`src/rtl/fe_sequencer_pkg.sv`:
```
// fe_seq_pkg: shared definitions for the RF front-end sequencer.
//   - fe_state_t  : sequencer state encoding (also read back in status[2:0])
//   - CW_*        : control-word field positions
//   - SB_*        : status-word bit positions
package fe_seq_pkg;

    typedef enum logic [2:0] {
        ST_IDLE   = 3'd0,
        ST_BREAK  = 3'd1,
        ST_MAKE   = 3'd2,
        ST_SETTLE = 3'd3,
        ST_LATCH  = 3'd4,
        ST_DONE   = 3'd5
    } fe_state_t;

    // Control word fields (switch pattern always starts at bit 0)
    localparam int CW_FILT_LSB   = 8;
    localparam int CW_LATCH_BIT  = 15;
    localparam int CW_SETTLE_LSB = 16;

    // Status word fields
    localparam int SB_STATE_LSB  = 0;
    localparam int SB_BUSY       = 3;
    localparam int SB_PEND       = 4;
    localparam int SB_OVERRUN    = 5;
    localparam int SB_LOCK_FAIL  = 6;
    localparam int SB_MUXOUT     = 7;
    localparam int SB_SETTLE_LSB = 16;

endpackage

```
`src/rtl/fe_sequencer_settle_timer.sv`:
```
// fe_settle_timer: loadable 16-bit settle down-counter with optional
// VCO lock wait.
//   adcclk, reset_n : clock / asynchronous active-low reset
//   load, load_val  : load the counter (takes priority over run)
//   run             : count down while high; stops at zero, never wraps
//   vco_muxout      : asynchronous lock detect
//   count           : remaining settle count
//   finish          : settle phase may end this cycle
//   lock_timeout    : finishing this cycle because lock never arrived
//   muxout_sync     : synchronised lock detect (0 when lock wait is off)
// Macro FE_MUXOUT_LOCK_EN adds the synchroniser and the lock timeout.
module fe_settle_timer #(
    parameter logic [15:0] LOCK_TMO = 16'd5000
) (
    input  logic        adcclk,
    input  logic        reset_n,
    input  logic        load,
    input  logic [15:0] load_val,
    input  logic        run,
    input  logic        vco_muxout,
    output logic [15:0] count,
    output logic        finish,
    output logic        lock_timeout,
    output logic        muxout_sync
);

    logic [15:0] count_reg;
    logic        zero;

    assign zero  = (count_reg == 16'd0);
    assign count = count_reg;

    always_ff @(posedge adcclk or negedge reset_n) begin
        if (!reset_n) begin
            count_reg <= '0;
        end else if (load) begin
            count_reg <= load_val;
        end else if (run && !zero) begin
            count_reg <= count_reg - 16'd1;
        end
    end

`ifdef FE_MUXOUT_LOCK_EN
    logic [1:0]  sync_reg;
    logic [15:0] tmo_reg;
    logic        tmo_hit;

    always_ff @(posedge adcclk or negedge reset_n) begin
        if (!reset_n) begin
            sync_reg <= '0;
        end else begin
            sync_reg <= {sync_reg[0], vco_muxout};
        end
    end

    assign muxout_sync = sync_reg[1];
    // The zero-count cycle is the first lock-wait cycle, so a missing lock
    // costs exactly LOCK_TMO cycles beyond the count.
    assign tmo_hit      = (tmo_reg == LOCK_TMO - 16'd1);
    assign finish       = zero && (muxout_sync || tmo_hit);
    assign lock_timeout = zero && !muxout_sync && tmo_hit;

    always_ff @(posedge adcclk or negedge reset_n) begin
        if (!reset_n) begin
            tmo_reg <= '0;
        end else if (load) begin
            tmo_reg <= '0;
        end else if (run && zero && !finish) begin
            tmo_reg <= tmo_reg + 16'd1;
        end
    end
`else
    logic        unused_muxout;
    logic [15:0] unused_tmo;

    assign unused_muxout = vco_muxout;
    assign unused_tmo    = LOCK_TMO;
    assign muxout_sync   = 1'b0;
    assign finish        = zero;
    assign lock_timeout  = 1'b0;
`endif

endmodule

```
`src/rtl/fe_sequencer.sv`:
```
// fe_sequencer: register-driven RF front-end switch/filter/VCO-latch sequencer.
//   adcclk, reset_n           : clock / asynchronous active-low reset
//   serial_addr/data/strobe   : settings bus (ADDR = control, ADDR+1 = clear)
//   vco_muxout                : asynchronous VCO lock detect
//   vsw, filt_sel             : switch drives and filter select
//   vco_le                    : VCO latch-enable pulse
//   rx_blank, busy            : high while a sequence runs
//   done                      : one-cycle pulse in the last sequence cycle
//   status                    : readback word
// Optional macro FE_MUXOUT_LOCK_EN: SETTLE additionally waits for VCO lock.
module fe_sequencer
    import fe_seq_pkg::*;
#(
    parameter logic [6:0]  ADDR      = 7'd64,
    parameter int          NUM_SW    = 4,
    parameter int          FILT_W    = 2,
    parameter int          BREAK_CYC = 2,
    parameter int          LE_CYC    = 4,
    parameter logic [15:0] LOCK_TMO  = 16'd5000
) (
    input  logic              adcclk,
    input  logic              reset_n,
    input  logic [6:0]        serial_addr,
    input  logic [31:0]       serial_data,
    input  logic              serial_strobe,
    input  logic              vco_muxout,
    output logic [NUM_SW-1:0] vsw,
    output logic [FILT_W-1:0] filt_sel,
    output logic              vco_le,
    output logic              rx_blank,
    output logic              busy,
    output logic              done,
    output logic [31:0]       status
);

    localparam logic [15:0] BREAK_LAST = 16'(BREAK_CYC - 1);
    localparam logic [15:0] LE_LAST    = 16'(LE_CYC - 1);

    // Registered address decode
    logic        wr_ctrl_reg, wr_clr_reg;
    logic [31:0] wr_data_reg;

    always_ff @(posedge adcclk or negedge reset_n) begin
        if (!reset_n) begin
            wr_ctrl_reg <= 1'b0;
            wr_clr_reg  <= 1'b0;
            wr_data_reg <= '0;
        end else begin
            wr_ctrl_reg <= serial_strobe && (serial_addr == ADDR);
            wr_clr_reg  <= serial_strobe && (serial_addr == ADDR + 7'd1);
            if (serial_strobe) begin
                wr_data_reg <= serial_data;
            end
        end
    end

    logic [NUM_SW-1:0] wr_sw;
    logic [FILT_W-1:0] wr_filt;
    logic              wr_latch;
    logic [15:0]       wr_settle;
    logic              unused_data;

    assign wr_sw       = wr_data_reg[NUM_SW-1:0];
    assign wr_filt     = wr_data_reg[CW_FILT_LSB +: FILT_W];
    assign wr_latch    = wr_data_reg[CW_LATCH_BIT];
    assign wr_settle   = wr_data_reg[CW_SETTLE_LSB +: 16];
    assign unused_data = &{1'b0, wr_data_reg};

    fe_state_t         state_reg;
    logic [15:0]       ph_cnt_reg;
    logic [NUM_SW-1:0] vsw_reg;
    logic [FILT_W-1:0] filt_reg;
    logic              vco_le_reg, busy_reg, done_reg;
    logic [NUM_SW-1:0] cur_sw_reg, pend_sw_reg;
    logic [FILT_W-1:0] cur_filt_reg, pend_filt_reg;
    logic              cur_latch_reg, pend_latch_reg;
    logic [15:0]       cur_settle_reg, pend_settle_reg;
    logic              pend_valid_reg, overrun_reg, lock_fail_reg;

    // A new sequence can start from IDLE or directly out of DONE; a pending
    // word always wins over a write decoded in the same cycle.
    logic can_start, take_pend, take_wr;

    assign can_start = (state_reg == ST_IDLE) || (state_reg == ST_DONE);
    assign take_pend = can_start && pend_valid_reg;
    assign take_wr   = can_start && !pend_valid_reg && wr_ctrl_reg;

    logic [15:0] settle_count;
    logic        settle_finish, lock_timeout, muxout_sync, skip_settle;

    fe_settle_timer #(
        .LOCK_TMO (LOCK_TMO)
    ) u_settle_timer (
        .adcclk       (adcclk),
        .reset_n      (reset_n),
        .load         (state_reg == ST_MAKE),
        .load_val     (cur_settle_reg),
        .run          (state_reg == ST_SETTLE),
        .vco_muxout   (vco_muxout),
        .count        (settle_count),
        .finish       (settle_finish),
        .lock_timeout (lock_timeout),
        .muxout_sync  (muxout_sync)
    );

`ifdef FE_MUXOUT_LOCK_EN
    // With S = 0 the lock wait is still needed unless lock is already present.
    assign skip_settle = (cur_settle_reg == 16'd0) && muxout_sync;
`else
    assign skip_settle = (cur_settle_reg == 16'd0);
`endif

    always_ff @(posedge adcclk or negedge reset_n) begin
        if (!reset_n) begin
            state_reg       <= ST_IDLE;
            ph_cnt_reg      <= '0;
            vsw_reg         <= '0;
            filt_reg        <= '0;
            vco_le_reg      <= 1'b0;
            busy_reg        <= 1'b0;
            done_reg        <= 1'b0;
            cur_sw_reg      <= '0;
            cur_filt_reg    <= '0;
            cur_latch_reg   <= 1'b0;
            cur_settle_reg  <= '0;
            pend_valid_reg  <= 1'b0;
            pend_sw_reg     <= '0;
            pend_filt_reg   <= '0;
            pend_latch_reg  <= 1'b0;
            pend_settle_reg <= '0;
            overrun_reg     <= 1'b0;
            lock_fail_reg   <= 1'b0;
        end else begin
            done_reg <= 1'b0;
            case (state_reg)
                ST_IDLE, ST_DONE: begin
                    if (take_pend || take_wr) begin
                        state_reg      <= ST_BREAK;
                        busy_reg       <= 1'b1;
                        vsw_reg        <= '0;
                        ph_cnt_reg     <= '0;
                        cur_sw_reg     <= take_pend ? pend_sw_reg     : wr_sw;
                        cur_filt_reg   <= take_pend ? pend_filt_reg   : wr_filt;
                        cur_latch_reg  <= take_pend ? pend_latch_reg  : wr_latch;
                        cur_settle_reg <= take_pend ? pend_settle_reg : wr_settle;
                    end else begin
                        state_reg <= ST_IDLE;
                        busy_reg  <= 1'b0;
                    end
                end
                ST_BREAK: begin
                    if (ph_cnt_reg == BREAK_LAST) begin
                        state_reg <= ST_MAKE;
                        vsw_reg   <= cur_sw_reg;
                        filt_reg  <= cur_filt_reg;
                    end else begin
                        ph_cnt_reg <= ph_cnt_reg + 16'd1;
                    end
                end
                ST_MAKE, ST_SETTLE: begin
                    if ((state_reg == ST_MAKE) ? skip_settle : settle_finish) begin
                        if (cur_latch_reg) begin
                            state_reg  <= ST_LATCH;
                            vco_le_reg <= 1'b1;
                            ph_cnt_reg <= '0;
                        end else begin
                            state_reg <= ST_DONE;
                            done_reg  <= 1'b1;
                        end
                    end else begin
                        state_reg <= ST_SETTLE;
                    end
                end
                ST_LATCH: begin
                    if (ph_cnt_reg == LE_LAST) begin
                        state_reg  <= ST_DONE;
                        vco_le_reg <= 1'b0;
                        done_reg   <= 1'b1;
                    end else begin
                        ph_cnt_reg <= ph_cnt_reg + 16'd1;
                    end
                end
                default: begin
                    state_reg  <= ST_IDLE;
                    busy_reg   <= 1'b0;
                    vco_le_reg <= 1'b0;
                end
            endcase

            // One-deep pending slot: any control write not consumed directly
            // lands here, overwriting (and flagging) an unconsumed older word.
            if (wr_ctrl_reg && !take_wr) begin
                pend_valid_reg  <= 1'b1;
                pend_sw_reg     <= wr_sw;
                pend_filt_reg   <= wr_filt;
                pend_latch_reg  <= wr_latch;
                pend_settle_reg <= wr_settle;
            end else if (take_pend) begin
                pend_valid_reg <= 1'b0;
            end

            if (wr_ctrl_reg && !take_wr && pend_valid_reg && !take_pend) begin
                overrun_reg <= 1'b1;
            end else if (wr_clr_reg && wr_data_reg[0]) begin
                overrun_reg <= 1'b0;
            end

            if ((state_reg == ST_SETTLE) && lock_timeout) begin
                lock_fail_reg <= 1'b1;
            end else if (wr_clr_reg && wr_data_reg[0]) begin
                lock_fail_reg <= 1'b0;
            end
        end
    end

    assign vsw      = vsw_reg;
    assign filt_sel = filt_reg;
    assign vco_le   = vco_le_reg;
    assign busy     = busy_reg;
    assign rx_blank = busy_reg;
    assign done     = done_reg;

    always_comb begin
        status                          = '0;
        status[SB_STATE_LSB +: 3]       = state_reg;
        status[SB_BUSY]                 = busy_reg;
        status[SB_PEND]                 = pend_valid_reg;
        status[SB_OVERRUN]              = overrun_reg;
        status[SB_LOCK_FAIL]            = lock_fail_reg;
        status[SB_MUXOUT]               = muxout_sync;
        status[SB_SETTLE_LSB +: 16]     = settle_count;
    end

endmodule

```
`config.mk`:
```
export PLATFORM = sky130hd
export DESIGN_NAME = fe_sequencer
export DESIGN_NICKNAME = d
export VERILOG_FILES = /design/src/rtl/fe_sequencer_pkg.sv /design/src/rtl/fe_sequencer_settle_timer.sv /design/src/rtl/fe_sequencer.sv
export SDC_FILE = /design/constraint.sdc
export NUM_CORES = 1
export LEC_CHECK = 0
export CAP_MARGIN = 20
export CORE_MARGIN = 2
export CORE_UTILIZATION = 50
export DETAILED_ROUTE_END_ITERATION = 8
export PLACE_DENSITY_LB_ADDON = 0.15
export SKIP_LAST_GASP = 1
export SLEW_MARGIN = 40
export SYNTH_ARGS = -nofsm -noshare
export SYNTH_HDL_FRONTEND = slang
export SYNTH_HIERARCHICAL = 1
export SYNTH_SLANG_ARGS = --single-unit
```
`constraint.sdc`:
```
create_clock -name adcclk -period 3.6 [get_ports adcclk]
set_clock_uncertainty 0.05 [all_clocks]
set_input_delay 0.72 -clock adcclk [delete_from_list [all_inputs] [get_ports adcclk]]
set_output_delay 0.72 -clock adcclk [all_outputs]
set_load 0.01 [all_outputs]
```
After elaboration in Yosys (flattened, before gate mapping)

Cells that the tools add are included.

Output and inout port bits: 42
Input port bits: 43
Flip-flop bits (word level): 126

Eq/ne operators: 16
Muxes and demuxes: 36
Reductions and logical operators: 34
Bitwise operators: 1
Add/sub/neg operators: 2

Operator list:

| cell                  | number |
|---|---|
| $mux 16               | 8 |
| $pmux 16 s4           | 1 |
| $logic_not 16->1      | 2 |
| $add 16x1->16 const B | 1 |
| $eq 16x1->1 const B   | 1 |
| $eq 16x2->1 const B   | 1 |
| $sub 16x1->16 const B | 1 |
| $mux 1                | 15 |
| $eq 7x7->1 const B    | 2 |
| $ne 2x2->1 const B    | 7 |
| $mux 4                | 3 |
| $pmux 3 s4            | 1 |
| $logic_and 1x1->1     | 10 |
| $mux 3                | 3 |
| $pmux 4 s2            | 1 |
| $reduce_bool 2->1     | 4 |
| $eq 3x2->1 const B    | 2 |
| $eq 3x3->1 const B    | 2 |
| $reduce_and 2->1      | 3 |
| $reduce_and 6->1      | 1 |
| $logic_not 1->1       | 4 |
| $pmux 1 s2            | 2 |
| $reduce_and 4->1      | 1 |
| $reduce_bool 4->1     | 1 |
| 10 further kinds      | 12 |

Logic depth before layout (Yosys ltp)

Word-level depth: 9
Depth in mapped cells: 12
Mapped depth without buffers: 10

By module

Netlist, hierarchy kept.

Modules (own cells, without submodules):

| module          | instances | cells an instance | area an instance (µm²) |
|---|---|---|---|
| fe_sequencer    | 1         | 420               | 4625.7 |
| fe_settle_timer | 1         | 122               | 1058.5 |

Worst setup path after synthesis

Ideal clock, no wire load.

Path kind: reg2reg
From: register state_reg[0]
To: register u_settle_timer.count_reg[15], in the netlist u_settle_timer/count[15]
Library setup time: 104 ps
Buffers on the path: 2
Required time: 3446 ps
Data arrival time: 2514 ps
Setup slack: 932 ps
Cell stages (with the launch flop): 8
Cells stage by stage: dfrtp_1 > clkbuf_1 > clkbuf_1 > and2_1 > or3b_2 > or3_4 > or4_1 > o311ai_1

Longest elaborated chain between the ends: 3

RTL lines:

| item                               | RTL line                        | source |
|---|---|---|
| start: declaration                 | fe_sequencer.sv:69              | `fe_state_t state_reg;` |
| start signal: assignment           | fe_sequencer.sv:115             | `state_reg <= ST_IDLE;` |
| start signal: assignment           | fe_sequencer.sv:138             | `state_reg <= ST_BREAK;` |
| start signal: assignment           | fe_sequencer.sv:147             | `state_reg <= ST_IDLE;` |
| $eq 3x2->1                         | fe_sequencer.sv:98              | `.run (state_reg == ST_SETTLE),` |
| $logic_and 1x1->1                  | fe_sequencer_settle_timer.sv:38 | `end else if (run && !zero) begin` |
| $reduce_bool 2->1 (no source line) | -                               |  |
| end signal: assignment             | fe_sequencer_settle_timer.sv:37 | `count_reg <= load_val;` |
| end signal: assignment             | fe_sequencer_settle_timer.sv:39 | `count_reg <= count_reg - 16'd1;` |
| end: declaration                   | fe_sequencer_settle_timer.sv:27 | `logic [15:0] count_reg;` |

Several ways; a longest one is shown, not always the timed one.
A chain may end at the register's enable or synchronous reset.

Worst setup path after layout

From: register u_settle_timer.count_reg[7], in the netlist u_settle_timer/count[7]
To: register ph_cnt_reg[12]

Longest elaborated chain between the ends: 4

RTL lines:

| item                              | RTL line                        | source |
|---|---|---|
| $logic_not 16->1                  | fe_sequencer_settle_timer.sv:30 | `assign zero = (count_reg == 16'd0);` |
| named net settle_finish           | fe_sequencer.sv:89              | `logic settle_finish, lock_timeout, muxout_sync, skip_settle;` |
| $mux 1                            | fe_sequencer.sv:161             | `if ((state_reg == ST_MAKE) ? skip_settle : settle_finish) begin` |
| $ne 2x2->1 (no source line)       | -                               |  |
| $reduce_and 6->1 (no source line) | -                               |  |
| end signal: assignment            | fe_sequencer.sv:157             | `ph_cnt_reg <= ph_cnt_reg + 16'd1;` |
| end signal: assignment            | fe_sequencer.sv:180             | `ph_cnt_reg <= ph_cnt_reg + 16'd1;` |
| end: declaration                  | fe_sequencer.sv:70              | `logic [15:0] ph_cnt_reg;` |

The timed path passes the listed nets, and every way through them passes these cells.

==> out/metrics.yaml <==
root_buffer: "clkbuf_16"
synth_edf_count: 0
netlist_area_sq_um: 5680
port_buffers: 65
largest_register_ffs: 23
rows: 38
worstSetupStartpoint: "u_settle_timer/count[7]$_DFFE_PN0P_"
end_kind: "register"
synth.avg_cell_area_sq_um: 10.5
cp_data_required_time_ns: 3.81
worst_ep_arrival_time_ns: 3.23
die_area_sq_um: 12200
synth_top_area_share_pct: 51.9
path_clk_slew_ns: 0.05
hold_class: "primary input to asynchronous set/reset pin"
antenna_cells: 0
multiInputGateArea_sq_um: 2470
start_kind: "register"
detail_route.wl_per_cell_microns: 16.4
gp_congestion: 0.804
fmax_mhz: 330
worstMarginPinSlew_ns: 0.743
fin_cells: 745
grt_pass1_wl_mm: 20.7
topRoutingLayerUsed: "met4"
leakagePower_nw: 2.91
cts_tree: "built"
initial_core_util_pct: 51.8
ir_worst_vdd_v: 0.000606
met2_length_mm: 5.67
detail_route.vias_per_cell: 5.88
dp_hpwl_mm: 8.25
worstSetupPathType: "register to register"
ant_nets: 0
cts_hold_buffers: 0
synthArstFlopShare_pct: 100
drv_slew: 0
netlist_top_cells_area: "dfrtp_1, mux2_2, nand2_1, a31oi_1, a22oi_1"
ctsResizeCount: 0
clk_latency_ns: 0.41
dr.pass1.iters: 5
crit-reg2reg-launch: "u_settle_timer/count[7]$_DFFE_PN0P_"
die_w_microns: 111
wl_met3_microns: 676
yosys.area.top_type: "dfrtp_1"
antenna_found_initial: 0
grt-ovfl-total: 0
syn2layout_area_growth_pct: 21.9
period_needed_ns: 3.03
num_vias: 4379
final_nets: 641
dieHeight_microns: 111
max_slew_margin_pct: 50.5
ys_seq_elements: 118
clk_path_buf_depth: 2
drive_gt1_share_pct: 16.9
io-pin-count: 85
rsz0062_at_grt: "no"
critPathMaxFanout: 15
yosys_warnings: 6
fin_tns_setup_ns: 0
core_sq_um: 11000
ys_types: 61
grtUsageTotal_pct: 20.9
postCtsSetupBuffers: 0
placed_cells: 716
grt_pass1_vias: 4226
finalHoldViolations: 0
fin_crit_sh_pct: 84.1
wl_met1_mm: 5.73
fillers: 898
regArea_sq_um: 2950
cts_buffers: 17
synth.most_common_cell: "dfrtp_1"
grt_start_max_net_pins: 49
finalWirelength_mm: 12.2
drtIter0Drc: 365
synth_cells: 542
cts.sinks: 118
setup_viol: 0
synth_ff_type: "dfrtp_1"
htreeDepth: 4
remaining_drc_errors: 0
status: "complete, no violations"
p_per_area_nw_per_um2: 706
yosysSeqAreaShare_pct: 51.9
cap_violations: 0
synthTopCellsByCount: "dfrtp_1, nand2_1, mux2_2"
[worst max-delay path: stages (launching register included)]
cell and delay, ns:
dfrtp_1 0.47, nor4_2 0.61, nand4_1 0.30, inv_1 0.23
nand3_1 0.10, o311a_1 0.19, nor3_2 0.21, and2_1 0.52
a31oi_1 0.18
[placed cells by master, fill, tap and decap left out, types with 3 or more instances in the layout]
master and count:
a22o_1 5, o31ai_1 5, or2_2 3, nor2_1 33, nand3_1 7, o211ai_1 4, nand2_1 52, nand4_1 11
clkbuf_16 17, or3_1 3, conb_1 10, a22oi_1 24, mux2_2 48, and2_1 5, nor2b_1 12, clkdlybuf4s50_1 64
nor4_1 8, and3_1 4, ha_1 3, a31oi_1 29, dfrtp_1 118, nor3b_1 3, o21ai_0 35, clkinv_2 5
nor3_1 7, inv_1 12, or4_1 5, o22ai_1 3, a21oi_1 12, nand2b_1 6, buf_4 7
[report_power, final]
part | leakage [nW] | switching, W | internal (W) | total [W]
logic | 1.13 | 0.000780 | 0.000685 | 0.00146
clock network | 0.270 | 0.000561 | 0.00102 | 0.00158
registers | 1.51 | 0.000290 | 0.00156 | 0.00185
total | 2.91 | 0.00163 | 0.00326 | 0.00489
[stage by stage]
step                setup WS [ns]  utilization, %  area (sq um)  hold slack [ns]  power [W]
floorplan                   0.932               -          5710            0.374    0.00280
global placement            0.763            58.0          6370            0.430    0.00326
detailed placement          0.689            58.0          6370            0.437    0.00332
CTS                         0.656            63.1          6930            0.284    0.00492
global route                0.307            63.1          6930            0.318    0.00519
finish                      0.574            63.1          6930            0.274    0.00489
[logic make-up after synthesis]
kind of cell / after synthesis / synth area share [%]
buffers and inverters: 59 / 5.28
adder cells (fa/ha/maj): 4 / 0.837
multiplexers: 48 / 9.51
XOR/XNOR: 2 / 0.308
AND/OR/NAND/NOR: 170 / 15.9
AO/OA/AOI/OAI: 139 / 16.1
flip-flops: 118 / 51.9
other: 2 / 0.132
[area by class of cell]
cell class              count  share of cell area [%]
clock buffers              19                    6.39
clock inverters            10                    1.57
inverters                  12                   0.650
multi-input cells         373                    35.6
flip-flops and latches    118                    42.6
well taps                 140                    2.53
repair buffers             73                    10.6
[final timing paths]
path	to	slack, ns	cells after the start
hold / removal	u_settle_timer/count[9]$_DFFE_PN0P_	0.27	1
min in group adcclk	ph_cnt_reg[15]$_DFFE_PN0P_	0.44	1
max in group asynchronous	pend_settle_reg[13]$_DFFE_PN0P_	2.48	2
hold reg to reg	ph_cnt_reg[15]$_DFFE_PN0P_	0.44	1
setup / recovery	ph_cnt_reg[12]$_DFFE_PN0P_	0.57	8
setup reg to reg	ph_cnt_reg[12]$_DFFE_PN0P_	0.57	8
[per-layer routing]
layer	global-route usage, %	up-vias
met4	5.92	0
met5	0	-
met2	31.9	140
met1	29.1	2143
li1	-	2082
met3	6.04	14
Note: power is estimated with default switching activity, not from simulation.
